==> config.mk <==
export PLATFORM = sky130hd
export DESIGN_NAME = wb_sequencer_flat
export DESIGN_NICKNAME = d
export VERILOG_FILES = /design/src/rtl/wb_sequencer_if.sv /design/src/rtl/wb_sequencer.sv /design/src/flat_wrapper.sv
export SDC_FILE = /design/constraint.sdc
export NUM_CORES = 1
export LEC_CHECK = 0
export BUFFER_PORTS_ARGS = -buffer_cell sky130_fd_sc_hd__buf_2
export CORE_ASPECT_RATIO = 1.75
export CORE_MARGIN = 10
export CORE_UTILIZATION = 27
export DETAILED_ROUTE_END_ITERATION = 6
export HOLD_SLACK_MARGIN = 0.06
export PLACE_DENSITY = 0.55
export RECOVER_POWER = 100
export SLEW_MARGIN = 40
export SYNTH_ARGS = -nofsm -noshare
export SYNTH_HDL_FRONTEND = slang
export SYNTH_SLANG_ARGS = --single-unit
export TNS_END_PERCENT = 20
==> constraint.sdc <==
create_clock -name clk -period 1.25 [get_ports clk]
set_input_delay 0.125 -clock clk [delete_from_list [all_inputs] [get_ports clk]]
set_output_delay 0.125 -clock clk [all_outputs]
set_load 0.1 [all_outputs]
==> src/rtl/wb_sequencer_if.sv <==
// Writeback-stage bundle between the pipeline and the register-file write sequencer.
// master = pipeline/register-file side, slave = sequencer.
interface wb_sequencer_if #(
    parameter int V = 128,
    parameter int N = 32,
    parameter int M = 4
);
    localparam int L  = V / N;
    localparam int LW = (L > 1) ? $clog2(L) : 1;

    logic          regw_W;
    logic          regmem_W;
    logic          vec_W;
    logic [M-1:0]  regScr_W;
    logic [N-1:0]  ALUrslt_W;
    logic [N-1:0]  readdata_W;
    logic [V-1:0]  regVrslt_W;

    logic          stall;
    logic          sw_we;
    logic [M-1:0]  sw_addr;
    logic [N-1:0]  sw_data;
    logic          vw_we;
    logic [M-1:0]  vw_addr;
    logic [LW-1:0] vw_lane;
    logic [N-1:0]  vw_data;
    logic          vw_busy;

    modport master (
        output regw_W, regmem_W, vec_W, regScr_W, ALUrslt_W, readdata_W, regVrslt_W,
        input  stall, sw_we, sw_addr, sw_data, vw_we, vw_addr, vw_lane, vw_data, vw_busy
    );

    modport slave (
        input  regw_W, regmem_W, vec_W, regScr_W, ALUrslt_W, readdata_W, regVrslt_W,
        output stall, sw_we, sw_addr, sw_data, vw_we, vw_addr, vw_lane, vw_data, vw_busy
    );
endinterface

==> src/rtl/wb_sequencer.sv <==
// Writeback sequencer: scalar results written combinationally, vector results captured
// and written one N-bit lane per cycle while the pipeline is stalled.
module wb_sequencer #(
    parameter int V = 128,
    parameter int N = 32,
    parameter int M = 4
) (
    input logic           clk,
    input logic           rst,
    wb_sequencer_if.slave bus
);
    localparam int L  = V / N;
    localparam int LW = (L > 1) ? $clog2(L) : 1;
    localparam logic [LW-1:0] LAST_LANE = LW'(L - 1);

    typedef enum logic {
        S_IDLE = 1'b0,
        S_VEC  = 1'b1
    } state_t;

    state_t              r_state;
    state_t              w_next_state;
    logic [LW-1:0]       r_lane;
    logic [L-1:0][N-1:0] r_buf;
    logic [M-1:0]        r_addr;

    logic                w_capture;
    logic                w_last_lane;

    logic                w_stall;
    logic                w_sw_we;
    logic [M-1:0]        w_sw_addr;
    logic [N-1:0]        w_sw_data;
    logic                w_vw_we;
    logic [M-1:0]        w_vw_addr;
    logic [LW-1:0]       w_vw_lane;
    logic [N-1:0]        w_vw_data;
    logic                w_vw_busy;

    assign w_capture   = (r_state == S_IDLE) && bus.regw_W && bus.vec_W;
    assign w_last_lane = (r_lane == LAST_LANE);

    always_ff @(posedge clk or negedge rst) begin
        // NOTE: state and datapath registers use non-blocking assignments so every
        // register samples pre-edge values regardless of process ordering.
        if (!rst) begin
            r_state <= S_IDLE;
        end else begin
            r_state <= w_next_state;
        end
    end

    always_comb begin
        // NOTE: every combinational output gets a default first; a missing branch
        // would otherwise infer a latch.
        w_next_state = r_state;
        case (r_state)
            S_IDLE:  if (w_capture)   w_next_state = S_VEC;
            S_VEC:   if (w_last_lane) w_next_state = S_IDLE;
            default: w_next_state = S_IDLE;
        endcase
    end

    always_ff @(posedge clk or negedge rst) begin
        // NOTE: the capture buffer is reset even though it is data-only, so a
        // sequence aborted by reset never leaves stale lane data observable.
        if (!rst) begin
            r_lane <= '0;
            r_buf  <= '0;
            r_addr <= '0;
        end else if (w_capture) begin
            r_lane <= '0;
            r_buf  <= bus.regVrslt_W;
            r_addr <= bus.regScr_W;
        end else if (r_state == S_VEC) begin
            r_lane <= w_last_lane ? '0 : r_lane + LW'(1);
        end
    end

    // Outputs are forced low for as long as reset is held, not just at the edge.
    always_comb begin
        w_stall   = 1'b0;
        w_sw_we   = 1'b0;
        w_sw_addr = '0;
        w_sw_data = '0;
        w_vw_we   = 1'b0;
        w_vw_addr = '0;
        w_vw_lane = '0;
        w_vw_data = '0;
        w_vw_busy = 1'b0;
        if (rst) begin
            case (r_state)
                S_IDLE: begin
                    if (bus.regw_W) begin
                        if (bus.vec_W) begin
                            w_stall = 1'b1;
                        end else begin
                            w_sw_we   = 1'b1;
                            w_sw_addr = bus.regScr_W;
                            w_sw_data = bus.regmem_W ? bus.readdata_W : bus.ALUrslt_W;
                        end
                    end
                end
                S_VEC: begin
                    w_vw_we   = 1'b1;
                    w_vw_busy = 1'b1;
                    w_vw_addr = r_addr;
                    w_vw_lane = r_lane;
                    w_vw_data = r_buf[r_lane];
                    w_stall   = !w_last_lane;
                end
                default: ;
            endcase
        end
    end

    assign bus.stall   = w_stall;
    assign bus.sw_we   = w_sw_we;
    assign bus.sw_addr = w_sw_addr;
    assign bus.sw_data = w_sw_data;
    assign bus.vw_we   = w_vw_we;
    assign bus.vw_addr = w_vw_addr;
    assign bus.vw_lane = w_vw_lane;
    assign bus.vw_data = w_vw_data;
    assign bus.vw_busy = w_vw_busy;
endmodule

==> src/flat_wrapper.sv <==
// flat-port wrapper written by rule: the top's interface ports become plain ports
module wb_sequencer_flat 
#(
    parameter int V = 128,
    parameter int N = 32,
    parameter int M = 4
)
  (clk, rst, bus_regw_W, bus_regmem_W, bus_vec_W, bus_regScr_W, bus_ALUrslt_W, bus_readdata_W, bus_regVrslt_W, bus_stall, bus_sw_we, bus_sw_addr, bus_sw_data, bus_vw_we, bus_vw_addr, bus_vw_lane, bus_vw_data, bus_vw_busy);
  wb_sequencer_if #(.V(V), .N(N), .M(M)) bus_i ();
  input logic clk;
  input logic rst;
  input wire logic [$bits(bus_i.regw_W)-1:0] bus_regw_W;
  input wire logic [$bits(bus_i.regmem_W)-1:0] bus_regmem_W;
  input wire logic [$bits(bus_i.vec_W)-1:0] bus_vec_W;
  input wire logic [$bits(bus_i.regScr_W)-1:0] bus_regScr_W;
  input wire logic [$bits(bus_i.ALUrslt_W)-1:0] bus_ALUrslt_W;
  input wire logic [$bits(bus_i.readdata_W)-1:0] bus_readdata_W;
  input wire logic [$bits(bus_i.regVrslt_W)-1:0] bus_regVrslt_W;
  output wire logic [$bits(bus_i.stall)-1:0] bus_stall;
  output wire logic [$bits(bus_i.sw_we)-1:0] bus_sw_we;
  output wire logic [$bits(bus_i.sw_addr)-1:0] bus_sw_addr;
  output wire logic [$bits(bus_i.sw_data)-1:0] bus_sw_data;
  output wire logic [$bits(bus_i.vw_we)-1:0] bus_vw_we;
  output wire logic [$bits(bus_i.vw_addr)-1:0] bus_vw_addr;
  output wire logic [$bits(bus_i.vw_lane)-1:0] bus_vw_lane;
  output wire logic [$bits(bus_i.vw_data)-1:0] bus_vw_data;
  output wire logic [$bits(bus_i.vw_busy)-1:0] bus_vw_busy;
  assign bus_i.regw_W = bus_regw_W;
  assign bus_i.regmem_W = bus_regmem_W;
  assign bus_i.vec_W = bus_vec_W;
  assign bus_i.regScr_W = bus_regScr_W;
  assign bus_i.ALUrslt_W = bus_ALUrslt_W;
  assign bus_i.readdata_W = bus_readdata_W;
  assign bus_i.regVrslt_W = bus_regVrslt_W;
  assign bus_stall = bus_i.stall;
  assign bus_sw_we = bus_i.sw_we;
  assign bus_sw_addr = bus_i.sw_addr;
  assign bus_sw_data = bus_i.sw_data;
  assign bus_vw_we = bus_i.vw_we;
  assign bus_vw_addr = bus_i.vw_addr;
  assign bus_vw_lane = bus_i.vw_lane;
  assign bus_vw_data = bus_i.vw_data;
  assign bus_vw_busy = bus_i.vw_busy;
  wb_sequencer #(.V(V), .N(N), .M(M)) u_core (.clk(clk), .rst(rst), .bus(bus_i));
endmodule
# Word level (Yosys, flattened, before mapping)
# Cells that the tools add are included.
[word_totals]
inputBits = 201
out_inout_bits = 78
regBits = 135
wordCells = 48
[op_classes]
eq_ne = 1
mux = 33
n_reduce_logical = 4
n_addsub = 1
n_bitwise = 1
n_lt_le_gt_ge = 1
[ops]
columns = ["cell", "n"]
rows = [
  ["$mux W32", 8],
  ["$bmux W32 S2", 1],
  ["$mux W4", 6],
  ["$mux W1", 11],
  ["$mux W2", 5],
  ["$pmux W1 S2", 2],
  ["$lt A2 B3 Y1 const B", 1],
  ["$add A2 B1 Y2 const B", 1],
  ["$eq A2 B2 Y1 const B", 1],
  ["$logic_and A1 B1 Y1", 2],
  ["$reduce_bool A2 Y1", 1],
  ["$logic_not A1 Y1", 1],
  ["$not A1 Y1", 1],
]

# Depth between registers and ports, before layout
[depth]
word_depth = 5
mapped_depth = 5
depth_no_buf = 3

# Worst setup path before layout
# No wires, ideal clock.
[synth_path]
path_type = "reg2out"
startpoint = "register u_core.r_state"
endpoint = "output port bus_stall"
path_buffers = 3
setup_slack_ns = -2.008
required_ns = 1.125
path_stages_with_launch = 6
arrival_time_ns = 3.133
cell_sequence = "dfrtp_1 nand3b_1 buf_2 buf_6 buf_6 a21boi_0"
[synth_between]
elab_chain_len = 3
[synth_rtl]
columns = ["item", "line_no", "source"]
rows = [
  ["start: declaration", "wb_sequencer.sv:21", "state_t r_state;"],
  ["start signal: assignment", "wb_sequencer.sv:49", "r_state <= w_next_state;"],
  ["$not A1 Y1", "wb_sequencer.sv:92", "case (r_state)"],
  ["$pmux W1 S2 (*)", "wb_sequencer.sv:92", ""],
  ["$mux W1 (*)", "wb_sequencer.sv:91", "if (rst) begin"],
  ["end: declaration", "flat_wrapper.sv:19", "output wire logic [$bits(bus_i.stall)-1:0] bus_stall;"],
]
# Every way passes the cells marked *; elsewhere a longest branch is shown, timed or not.

# Worst setup path in the final report
[layout_path]
startpoint = "register u_core.r_lane[1]"
endpoint = "output port bus_vw_data[14]"
[layout_between]
elab_chain_len = 4
[layout_rtl]
columns = ["item", "line_no", "source"]
rows = [
  ["start: declaration", "wb_sequencer.sv:23", "logic [LW-1:0] r_lane;"],
  ["start signal: assignment", "wb_sequencer.sv:76", "r_lane <= w_last_lane ? '0 : r_lane + LW'(1);"],
  ["$bmux W32 S2", "wb_sequencer.sv:109", "w_vw_data = r_buf[r_lane];"],
  ["$mux W32 (implied by the code)", "wb_sequencer.sv:109", ""],
  ["$mux W32", "wb_sequencer.sv:92", ""],
  ["$mux W32", "wb_sequencer.sv:91", ""],
  ["end: declaration", "flat_wrapper.sv:26", "output wire logic [$bits(bus_i.vw_data)-1:0] bus_vw_data;"],
]
# No other way between the ends. The select of a mux whose other input is x is not followed.

==> metrics.txt <==
run status=complete, but fails checks; failing checks=setup timing; top cell type's share of synthesized area=0.499; vias post-DR=5798; Final Cycle Share=1.58; number of iterations in the first detailed-routing pass=4; Slew Limit Headroom=0.681; DIE AREA=~32000 µm²; unrepaired setup endpoints after global routing=yes; Crit Path Category=register to output pin; Core Rows=76; Yosys warnings=0; placed cell count=~1100; cell repeated most along the worst path=buf_12; Setup Viol. Count Final=245; Die Ht=229 µm; fin nets=1140; final hold viol count=0; Worst VDD drop=approximately 0.0015 V; startpoint types=register; Critical Path RT=1120 ps; drt total wl=25200 µm; Initial Util=0.275; H-tree depth=4; Area contributors post-synth=dfrtp_1 (50%), mux2i_1 (14%), mux2_4 (13%); Top delay family on crit path=flip-flops; max-slew violation count=0; Seq/Total Area, Yosys=0.499; Worst EP arrival=1850 ps; mean routed wirelength per cell=~20 µm; crit path cell chain=buf_12 > mux2i_1 > o22ai_4 > buf_12; Worst Setup End Kind=output pin; worst-case clock buffer depth=2; Min-Delay Path Class=input port to register; DRC viols=0; worst hold slack=85.6 ps; clk slew on worst S/H paths=50 ps; Mapped Cells=491; area grow syn2layout=91.9%; P_leak=5.77 nW; # port buffers=278; Buf/Inv on CP=2; synth unique cells=22; gr ovfl total=0; clk sinks=135; DR vias/cell=roughly 4.6; CP Max Fanout=30; first-pass GRT wire length=38700 µm; layout cells sized above 1=0.655; Worst-Margin Slew=roughly 480 ps; clock skew=between 6 and 7 ps; largest net degree at the start of global routing=61; setup TNS=-79570 ps; max-cap viol count=0; Final min period=1980 ps; vias in the first global route=about 6600; mapped cell area=6770 µm²; Non-Filler Instances=~1300; syn nets=a little under 700; num ports=279; clk root buf=clkbuf_16; worst skew pair latency=around 430 ps; total power draw=30.3 mW; Die Span X=approximately 140 µm; CTS tree=yes; area post-placement=around 11000 µm²; Final WS setup=-726 ps; largest stage delay on the critical path=460 ps; PD cells=2330 nW/µm²; initial antenna violation count=3; post-synth top area cell=dfrtp_1; gr usage total=0.155; CTS Buf Count=17; highest-delay cell along the critical path=dfrtp_4; filler cell count=2017; core footprint=24600 µm²; post-route ant nets=0; FMAX=around 510 MHz; post-route cell area=13000 µm²; initial drt markers=153; syn_area_per_cell=13.8 µm²; HPWL Detailed=18200 µm; Yosys reg bits=135; placer congestion estimate=0.776
## report_power, final
part / switching [mW] / internal, mW / total (mW)
Combinational: 9.13 / 8.35 / 17.5
Clock: 1.97 / 2.68 / 4.65
Sequential: 1.53 / 6.64 / 8.17
Total: 12.6 / 17.7 / 30.3
## cell usage after synthesis
master     number
a21bo_2         2
a21boi_0        1
and2_1          5
and3_1          5
buf_2          14
buf_4           5
buf_6           7
clkbuf_1       13
dfrtp_1       135
ha_1            1
inv_1           2
mux2_2         74
mux2_4         58
mux2i_1        96
nand2_1         2
nand2b_1        1
nand3_1         1
nand3b_1        2
nand4bb_1       1
nor2_1         32
o21ai_0         1
o22ai_1        33
## sequential cells by signal, summed over array words and instances, names as in the netlist
name,flops
u_core.r_buf,128
u_core.r_addr,4
u_core.r_lane,2
u_core.r_state,1
## final timing paths
| kind | start | end | slack [ps] | depth (start not counted) |
|---|---|---|---|---|
| max | u_core.r_lane[1] | bus_vw_data[14] | -730 | 4 |
| min | bus_regw_W | u_core.r_lane[1] | 90 | 3 |
| max reg2reg | u_core.r_state | u_core.r_buf[64] | -270 | 5 |
| min reg2reg | u_core.r_buf[124] | u_core.r_buf[124] | 500 | 1 |
| max in group asynchronous | rst | u_core.r_buf[29] | -80 | 4 |
| min in group asynchronous | rst | u_core.r_addr[1] | 610 | 3 |
## kinds of logic (layout without fill, tap and decap cells)
group | after synthesis | count (layout) | synth area share
muxes | 228 | 228 | 0.394
DFF | 135 | 135 | 0.499
and+or+nand+nor | 49 | 49 | 0.0337
buffers and inverters | 41 | 500 | 0.0359
AOI/OAI and AO/OA | 37 | 37 | 0.0353
adders and majority gates | 1 | 1 | 0.00185
other | 0 | 3 | 0
## area by class of cell
| type | count | area [µm²] | share of cell area |
|---|---|---|---|
| Multi-Input combinational cell | 315 | 4080 | 0.315 |
| Clock buffer | 21 | 470 | 0.0362 |
| Antenna cell | 3 | 7.51 | 0.000578 |
| Timing Repair Buffer | 467 | 4560 | 0.351 |
| Clock inverter | 10 | 75.1 | 0.00578 |
| Sequential cell | 135 | 3380 | 0.261 |
| Tap cell | 312 | 390 | 0.0301 |
| Inverter | 2 | 15.0 | 0.00116 |
## layout by cell type, fill, tap and decap left out, drive strengths merged
cell	n
mux2	132
mux2i	96
clkbuf	26
nor2	32
o22ai	33
nand2	2
and2	5
o21ai	1
buf	326
clkinvlp	6
nand3b	2
clkinv	6
nand4bb	1
and3	5
diode	3
a21bo	2
nand2b	1
dfrtp	135
a21boi	1
ha	1
dlygate4sd3	136
nand3	1
## tightest hold or removal path, delay by kind of cell
family	cells	cell delay, ps
buffers and inverters	1	140
AOI/OAI and AO/OA	2	200
## metal layers
metal / GRT usage / wire length [µm] / up-vias
met4: 0.0674 / 577 / 0
met2: 0.287 / 13900 / 227
li1: - / - / 2680
met5: 0 / 0 / -
met1: 0.155 / 9100 / 2862
met3: 0.0483 / 1580 / 29
## repair_timing
item	in CTS	in global routing
hold endpoints to repair	250	21
hold buffers	136	1
setup endpoints to repair	211	212
pin swaps	5	0
resized for setup	44	25
cloned	0	1
buffers inserted	5	1
## through the flow
stage / worst slack (ps) / util
after floorplan: -448 / -
after global placement: -245 / 0.436
after detailed placement: -270 / 0.436
after CTS: -712 / 0.523
after global routing: -778 / 0.527
final: -726 / 0.527
Note: power is estimated with default switching activity, not from simulation.
